**config.mk**
```make
export PLATFORM = sky130hd
export DESIGN_NAME = alu_mc
export DESIGN_NICKNAME = d
export VERILOG_FILES = /design/src/rtl/alu_mc.sv
export SDC_FILE = /design/constraint.sdc
export NUM_CORES = 1
export LEC_CHECK = 0
export BUFFER_PORTS_ARGS = -buffer_cell sky130_fd_sc_hd__buf_2
export CELL_PAD_IN_SITES_DETAIL_PLACEMENT = 2
export CELL_PAD_IN_SITES_GLOBAL_PLACEMENT = 2
export CORE_MARGIN = 1
export CORE_UTILIZATION = 30
export CTS_BUF_LIST = sky130_fd_sc_hd__clkbuf_16
export DETAILED_ROUTE_END_ITERATION = 6
export GPL_TIMING_DRIVEN = 0
export HOLD_SLACK_MARGIN = 0.06
export PLACE_DENSITY_LB_ADDON = 0.1
export SYNTH_ARGS = -nofsm -noshare
export SYNTH_HDL_FRONTEND = slang
export SYNTH_SLANG_ARGS = --single-unit
```
**constraint.sdc**
```tcl
create_clock -name clk -period 11.1 [get_ports clk]
set_clock_uncertainty 0.05 [all_clocks]
set_input_delay 2.775 -clock clk [delete_from_list [all_inputs] [get_ports clk]]
set_output_delay 2.775 -clock clk [all_outputs]
set_load 0.005 [all_outputs]
```
**src/rtl/alu_mc.sv**
```systemverilog
// ---------------------------------------------------------------------------
// alu_mc -- multi-cycle ALU with a valid/ready handshake on both sides.
//
// Single-cycle ops (and, or, add, sub, xor, sll, srl, sltu, slt, sgeq) and
// undefined opcodes complete one cycle after accept. mul is an iterative
// shift-add that completes WIDTH+1 cycles after accept. divu/remu use a
// restoring divider with the same WIDTH+1 latency.
//
// Configuration macro: ALU_MC_DIV_EN
//   defined   -> divider datapath and DIV state are built.
//   undefined -> divu/remu behave like undefined opcodes, but raise overflow.
//
// Ports:
//   clk        rising-edge clock for all state
//   reset      synchronous active-high reset
//   in_valid   operation request
//   in_ready   block can accept (IDLE, or DONE while out_ready is high)
//   op[4:0]    opcode
//   a, b       operands, captured on accept
//   out_valid  result valid (DONE state)
//   out_ready  consumer takes the result
//   result     registered result
//   carryout, overflow, zero, set   registered flags
// ---------------------------------------------------------------------------
module alu_mc #(
    parameter int WIDTH = 32
) (
    input  logic             clk,
    input  logic             reset,
    input  logic             in_valid,
    output logic             in_ready,
    input  logic [4:0]       op,
    input  logic [WIDTH-1:0] a,
    input  logic [WIDTH-1:0] b,
    output logic             out_valid,
    input  logic             out_ready,
    output logic [WIDTH-1:0] result,
    output logic             carryout,
    output logic             overflow,
    output logic             zero,
    output logic             set
);

    localparam int SHW = $clog2(WIDTH);

    localparam logic [4:0] OP_AND  = 5'b00000;
    localparam logic [4:0] OP_OR   = 5'b00001;
    localparam logic [4:0] OP_ADD  = 5'b00010;
    localparam logic [4:0] OP_SUB  = 5'b00011;
    localparam logic [4:0] OP_XOR  = 5'b00100;
    localparam logic [4:0] OP_SLL  = 5'b00101;
    localparam logic [4:0] OP_SRL  = 5'b00110;
    localparam logic [4:0] OP_SLTU = 5'b00111;
    localparam logic [4:0] OP_SLT  = 5'b01000;
    localparam logic [4:0] OP_SGEQ = 5'b01001;
    localparam logic [4:0] OP_MUL  = 5'b10000;
    localparam logic [4:0] OP_DIVU = 5'b10010;
    localparam logic [4:0] OP_REMU = 5'b10011;

    typedef enum logic [1:0] {
        IDLE = 2'd0,
        MUL  = 2'd1,
        DIV  = 2'd2,
        DONE = 2'd3
    } state_t;

    typedef struct packed {
        logic [WIDTH-1:0] res;
        logic             carry;
        logic             ovf;
        logic             set;
    } alu_res_t;

    // Combinational evaluation of every op that completes in one cycle.
    function automatic alu_res_t alu_single(input logic [4:0]       op_i,
                                            input logic [WIDTH-1:0] a_i,
                                            input logic [WIDTH-1:0] b_i);
        alu_res_t         r_v;
        logic [WIDTH:0]   ext_v;
        logic             lt_u_v;
        logic             lt_s_v;
        r_v    = '0;
        ext_v  = '0;
        lt_u_v = (a_i < b_i);
        lt_s_v = ($signed(a_i) < $signed(b_i));
        case (op_i)
            OP_AND:  r_v.res = a_i & b_i;
            OP_OR:   r_v.res = a_i | b_i;
            OP_XOR:  r_v.res = a_i ^ b_i;
            OP_ADD: begin
                ext_v     = {1'b0, a_i} + {1'b0, b_i};
                r_v.res   = ext_v[WIDTH-1:0];
                r_v.carry = ext_v[WIDTH];
                r_v.ovf   = (a_i[WIDTH-1] == b_i[WIDTH-1]) &&
                            (ext_v[WIDTH-1] != a_i[WIDTH-1]);
            end
            OP_SUB: begin
                // a + ~b + 1: the carry out is the "no borrow" bit.
                ext_v     = {1'b0, a_i} + {1'b0, ~b_i} + {{WIDTH{1'b0}}, 1'b1};
                r_v.res   = ext_v[WIDTH-1:0];
                r_v.carry = ext_v[WIDTH];
                r_v.ovf   = (a_i[WIDTH-1] != b_i[WIDTH-1]) &&
                            (ext_v[WIDTH-1] != a_i[WIDTH-1]);
            end
            OP_SLL:  r_v.res = a_i << b_i[SHW-1:0];
            OP_SRL:  r_v.res = a_i >> b_i[SHW-1:0];
            OP_SLTU: begin
                r_v.res = {{(WIDTH-1){1'b0}}, lt_u_v};
                r_v.set = lt_u_v;
            end
            OP_SLT: begin
                r_v.res = {{(WIDTH-1){1'b0}}, lt_s_v};
                r_v.set = lt_s_v;
            end
            OP_SGEQ: begin
                r_v.res = {{(WIDTH-1){1'b0}}, ~lt_s_v};
                r_v.set = ~lt_s_v;
            end
`ifndef ALU_MC_DIV_EN
            // Divider not built: flag the request as unserviceable.
            OP_DIVU, OP_REMU: r_v.ovf = 1'b1;
`endif
            default: r_v = '0;
        endcase
        return r_v;
    endfunction

    state_t           state_r;
    state_t           state_nxt_s;
    state_t           start_state_s;
    logic             accept_s;
    logic [SHW-1:0]   cnt_r;
    logic             last_s;
    alu_res_t         single_s;

    logic             load_s;
    logic [WIDTH-1:0] res_nxt_s;
    logic             carry_nxt_s;
    logic             ovf_nxt_s;
    logic             set_nxt_s;

    logic [WIDTH-1:0] mcand_r;
    logic [WIDTH-1:0] mplier_r;
    logic [WIDTH-1:0] acc_r;
    logic [WIDTH-1:0] acc_nxt_s;
    logic             mul_done_s;

    logic             div_done_s;
    logic [WIDTH-1:0] div_res_s;
    logic             div_ovf_s;

    assign in_ready   = (state_r == IDLE) || ((state_r == DONE) && out_ready);
    assign accept_s   = in_valid && in_ready;
    assign out_valid  = (state_r == DONE);
    assign last_s     = (cnt_r == SHW'(WIDTH - 1));
    assign single_s   = alu_single(op, a, b);
    assign acc_nxt_s  = acc_r + (mplier_r[0] ? mcand_r : {WIDTH{1'b0}});
    assign mul_done_s = (state_r == MUL) && last_s;

    // Decode which state an accepted opcode starts in.
    always_comb begin
        start_state_s = DONE;
        case (op)
            OP_MUL:  start_state_s = MUL;
`ifdef ALU_MC_DIV_EN
            OP_DIVU, OP_REMU: start_state_s = DIV;
`endif
            default: start_state_s = DONE;
        endcase
    end

    // State register.
    always_ff @(posedge clk) begin
        if (reset) begin
            state_r <= IDLE;
        end else begin
            state_r <= state_nxt_s;
        end
    end

    // Next-state logic.
    always_comb begin
        state_nxt_s = state_r;
        case (state_r)
            IDLE: begin
                if (accept_s) state_nxt_s = start_state_s;
                else          state_nxt_s = IDLE;
            end
            MUL: begin
                if (last_s) state_nxt_s = DONE;
                else        state_nxt_s = MUL;
            end
            DIV: begin
                if (last_s) state_nxt_s = DONE;
                else        state_nxt_s = DIV;
            end
            DONE: begin
                if (accept_s)       state_nxt_s = start_state_s;
                else if (out_ready) state_nxt_s = IDLE;
                else                state_nxt_s = DONE;
            end
            default: state_nxt_s = IDLE;
        endcase
    end

    // Iteration counter shared by the multiplier and divider.
    always_ff @(posedge clk) begin
        if (reset) begin
            cnt_r <= '0;
        end else if (accept_s) begin
            cnt_r <= '0;
        end else if ((state_r == MUL) || (state_r == DIV)) begin
            cnt_r <= cnt_r + SHW'(1);
        end else begin
            cnt_r <= cnt_r;
        end
    end

    // Shift-add multiplier: one multiplier bit per cycle.
    always_ff @(posedge clk) begin
        if (reset) begin
            mcand_r  <= '0;
            mplier_r <= '0;
            acc_r    <= '0;
        end else if (accept_s && (start_state_s == MUL)) begin
            mcand_r  <= a;
            mplier_r <= b;
            acc_r    <= '0;
        end else if (state_r == MUL) begin
            mcand_r  <= mcand_r << 1;
            mplier_r <= mplier_r >> 1;
            acc_r    <= acc_nxt_s;
        end else begin
            mcand_r  <= mcand_r;
            mplier_r <= mplier_r;
            acc_r    <= acc_r;
        end
    end

`ifdef ALU_MC_DIV_EN
    logic [WIDTH-1:0] quo_r;
    logic [WIDTH-1:0] rem_r;
    logic [WIDTH-1:0] dvsr_r;
    logic             is_rem_r;
    logic [WIDTH:0]   partial_s;
    logic [WIDTH:0]   diff_s;
    logic [WIDTH-1:0] rem_step_s;
    logic [WIDTH-1:0] quo_step_s;

    // Shift the next dividend bit into the partial remainder and trial-subtract.
    assign partial_s  = {rem_r, quo_r[WIDTH-1]};
    assign diff_s     = partial_s - {1'b0, dvsr_r};
    assign rem_step_s = diff_s[WIDTH] ? partial_s[WIDTH-1:0] : diff_s[WIDTH-1:0];
    assign quo_step_s = {quo_r[WIDTH-2:0], ~diff_s[WIDTH]};
    assign div_done_s = (state_r == DIV) && last_s;
    assign div_ovf_s  = (dvsr_r == {WIDTH{1'b0}});
    // With a zero divisor every trial subtract succeeds, so the remainder
    // naturally ends up equal to the dividend; the quotient is forced.
    assign div_res_s  = is_rem_r  ? rem_step_s :
                        div_ovf_s ? {WIDTH{1'b1}} : quo_step_s;

    // Restoring divider registers.
    always_ff @(posedge clk) begin
        if (reset) begin
            quo_r    <= '0;
            rem_r    <= '0;
            dvsr_r   <= '0;
            is_rem_r <= 1'b0;
        end else if (accept_s && (start_state_s == DIV)) begin
            quo_r    <= a;
            rem_r    <= '0;
            dvsr_r   <= b;
            is_rem_r <= (op == OP_REMU);
        end else if (state_r == DIV) begin
            quo_r    <= quo_step_s;
            rem_r    <= rem_step_s;
            dvsr_r   <= dvsr_r;
            is_rem_r <= is_rem_r;
        end else begin
            quo_r    <= quo_r;
            rem_r    <= rem_r;
            dvsr_r   <= dvsr_r;
            is_rem_r <= is_rem_r;
        end
    end
`else
    assign div_done_s = 1'b0;
    assign div_res_s  = {WIDTH{1'b0}};
    assign div_ovf_s  = 1'b0;
`endif

    // Select what, if anything, is written into the output registers.
    always_comb begin
        load_s      = 1'b0;
        res_nxt_s   = result;
        carry_nxt_s = 1'b0;
        ovf_nxt_s   = 1'b0;
        set_nxt_s   = 1'b0;
        if (accept_s && (start_state_s == DONE)) begin
            load_s      = 1'b1;
            res_nxt_s   = single_s.res;
            carry_nxt_s = single_s.carry;
            ovf_nxt_s   = single_s.ovf;
            set_nxt_s   = single_s.set;
        end else if (mul_done_s) begin
            load_s      = 1'b1;
            res_nxt_s   = acc_nxt_s;
        end else if (div_done_s) begin
            load_s      = 1'b1;
            res_nxt_s   = div_res_s;
            ovf_nxt_s   = div_ovf_s;
        end else begin
            load_s      = 1'b0;
        end
    end

    // Output registers: loaded on completion, held otherwise.
    always_ff @(posedge clk) begin
        if (reset) begin
            result   <= '0;
            carryout <= 1'b0;
            overflow <= 1'b0;
            zero     <= 1'b0;
            set      <= 1'b0;
        end else if (load_s) begin
            result   <= res_nxt_s;
            carryout <= carry_nxt_s;
            overflow <= ovf_nxt_s;
            zero     <= (res_nxt_s == {WIDTH{1'b0}});
            set      <= set_nxt_s;
        end else begin
            result   <= result;
            carryout <= carryout;
            overflow <= overflow;
            zero     <= zero;
            set      <= set;
        end
    end

endmodule
```
==> results.sh <==
export IMPL_cts_root_buf="clkbuf_16"
export IMPL_final_area_um2=19000
export IMPL_clk_latency_ns=0.49
export IMPL_ys_seq_elements=139
export IMPL_drc=0
export IMPL_yosysTopAreaCellShare_pct=16.5
export IMPL_cts_buffers=17
export IMPL_syn2layout_area_growth_pct=12.7
export IMPL_tightest_slew_ns=1.41
export IMPL_overflow=0
export IMPL_synth_warnings=0
export IMPL_r2r_cells=16
export IMPL_nets=2553
export IMPL_die_y_um=239
export IMPL_crit_fanout=11
export IMPL_grt_setup_unrepaired="false"
export IMPL_timing_fmax_mhz=102
export IMPL_finalSetupTns_ns=0
export IMPL_fin_util_pct=34.3
export IMPL_hold_violations=0
export IMPL_maxSlewViolCount=0
export IMPL_tritoncts="done"
export IMPL_ioPinCount=111
export IMPL_regToRegSetupSlack_ns=5.35
export IMPL_start_util_pct=30.4
export IMPL_crit_path_end_kind="flop"
export IMPL_post_cts_buffers=0
export IMPL_rows=86
export IMPL_ys_types=98
export IMPL_synth_edff_count=0
export IMPL_antenna_found_initial=1
export IMPL_antenna_left=0
export IMPL_worstReg2RegEnd="zero$_SDFFE_PP0P_"
export IMPL_ir_drop_mv=0.129
export IMPL_grt_pass1_wl_um=153000
export IMPL_cts_htree_levels=4
export IMPL_drive_above_1_share_pct=10.9
export IMPL_layout_common_cells="nor2_1, nand2_1, a21oi_1"
export IMPL_path_class="in -> reg"
export IMPL_first_iter_violations=1561
export IMPL_via_per_inst=6.29
export IMPL_run_status="completed"
export IMPL_synthCells=2204
export IMPL_fin_crit_sh_pct=87.9
export IMPL_synth_area_leader_cell="dfxtp_1"
export IMPL_yosysSeqAreaShare_pct=16.5
export IMPL_synth_fp_nets=2421
export IMPL_grt_pass1_vias=20000
export IMPL_cts_resized=0
export IMPL_clk_pin_slew_ns=0.07
export IMPL_syn_area_um2=16800
export IMPL_dr_pass1_iters=5
export IMPL_min_to="acc_r[10]$_SDFFE_PP0P_"
export IMPL_cp_arrival_ns=10.14
export IMPL_cts_sinks=139
export IMPL_min_path_type="reg -> reg"
export IMPL_gp_congestion=0.990
export IMPL_hold_start="acc_r[10]$_SDFFE_PP0P_"
export IMPL_crit_start="b[2]"
export IMPL_setup_violations=0
export IMPL_vias=19500
export IMPL_grt_max_degree=17
export IMPL_port_buffers=110
export IMPL_cts_path_max_buffers=2
export IMPL_r2r_start="state_r[0]$_SDFF_PP0_"
export IMPL_place_area_um2=18300
export IMPL_power_per_cell_area_nw_per_um2=115
export IMPL_grtUsageTotal_pct=37.9
export IMPL_async_flop_share_pct=0
export IMPL_syn_area_per_cell_um2=7.64
export IMPL_power_leakage_nw=7.54
export IMPL_maxSlewHeadroom_pct=5.68
export IMPL_whs_path_depth=2
export IMPL_die_area_um2=57000
export IMPL_final_common_cell="nor2_1"
export IMPL_routedWlPerCell_um=35.0
export IMPL_synth_ff_type="dfxtp_1"
export IMPL_dp_hpwl_um=88600
export IMPL_maxCapViolations=0
export IMPL_routed_wl_um=108000
export IMPL_hold_buffers=0
export IMPL_final_min_clock_period_ns=9.76
export IMPL_finalPower_mw=2.18
export IMPL_core_um2=55300
export IMPL_start_kind="input pin"
export IMPL_crit_required_ns=11.48
export IMPL_ys_top_cells_by_area="dfxtp_1, ha_1, mux2i_1"
export IMPL_fp_dieW_um=239
[cells by family after synthesis]
kind of cell             synth area share [%]
AND/OR/NAND/NOR                          20.4
AO/OA/AOI/OAI                            27.8
buffers and inverters                    6.55
multiplexers                             15.0
adder cells (fa/ha/maj)                  10.8
flip-flops                               16.5
XOR/XNOR                                 2.91
[sequential cells by signal, indices dropped and copies added (netlist names)]
register and flops:
acc_r 32, carryout 1, cnt_r 5, mcand_r 32
mplier_r 32, overflow 1, result 32, set 1
state_r 2, zero 1
[area by class of cell]
type                            instances  area, um^2
Tap cell                              748         936
Multi-Input combinational cell       1798       13000
Sequential cell                       139        2780
Inverter                              114         428
Clock buffer                           17         425
Buffer                                153         674
Timing Repair Buffer                  113         581
Clock inverter                         15         189
Antenna cell                            1        2.50
Fill cell                            6525       36300
[layer usage]
| layer | vias up | GRT usage, % | part of all wire, % |
|---|---|---|---|
| li1 | 8497 | - | - |
| met1 | 9997 | 47.3 | 43 |
| met2 | 757 | 62.3 | 46 |
| met3 | 222 | 5.75 | 5.5 |
| met4 | 2 | 21.3 | 6.1 |
| met5 | - | 0 | 0.014 |
[synth_stat cells, types with 10 or more instances]
master / instances
nor2_1: 262
nand2_1: 175
a21oi_1: 147
ha_1: 141
dfxtp_1: 139
mux2i_1: 133
clkbuf_1: 113
inv_1: 110
a211oi_1: 104
o21ai_0: 97
nor3_1: 77
nand3_1: 53
xnor2_1: 41
and2_1: 40
a221oi_1: 36
mux4_2: 35
o211ai_1: 27
mux2_2: 23
nand4_1: 22
a31oi_1: 20
nand2b_1: 20
o221ai_1: 19
a21o_1: 18
buf_2: 18
nor2b_1: 18
o31ai_1: 18
o22ai_1: 16
a22oi_1: 15
xor2_1: 15
buf_1: 14
or3_1: 12
o21a_1: 11
o21bai_1: 11
a221o_1: 10
o2111ai_1: 10
[where the power goes]
part / internal, mW / switching [mW] / leakage, nW / total [mW]
clock network: 0.358 / 0.272 / 0.296 / 0.629
registers: 0.522 / 0.0185 / 1.12 / 0.541
logic: 0.299 / 0.713 / 6.12 / 1.01
[per-stage QoR]
step | instances | hold WS, ns | setup slack (ns)
2_1_floorplan | 2204 | 0.400 | 3.77
3_3_place_gp | 3062 | 0.410 | 1.08
3_5_place_dp | 3064 | 0.430 | 0.999
4_1_cts | 3096 | 0.440 | 1.50
5_1_grt | 3097 | 0.479 | 1.17
6_report | 3098 | 0.441 | 1.34
[worst max-delay path, cell delays in order]
cell and delay (ns):
buf_2 0.11, buf_2 0.21, inv_1 0.18, buf_2 0.35, clkbuf_1 0.63, clkbuf_1 0.78
ha_1 0.22, clkbuf_1 0.27, nor2_1 0.10, o221ai_1 0.29, nand3_1 0.28, a211oi_1 0.98
o211ai_1 0.40, a31oi_1 0.65, nor2_1 0.16, a211oi_1 0.64, o2111ai_1 0.20, or4_1 0.46
nor3_1 0.23, a41o_1 0.19
[how the worst max path moves through the flow]
stage                        endpoint  slack [ns]  cells after the start
finish              zero$_SDFFE_PP0P_        1.34                     20
global route        zero$_SDFFE_PP0P_        1.17                     20
CTS                 zero$_SDFFE_PP0P_        1.50                     20
detailed placement  zero$_SDFFE_PP0P_         1.0                     20
global placement    zero$_SDFFE_PP0P_        1.08                     20
floorplan           zero$_SDFFE_PP0P_        3.77                     19
(Power assumes the default switching activity.)
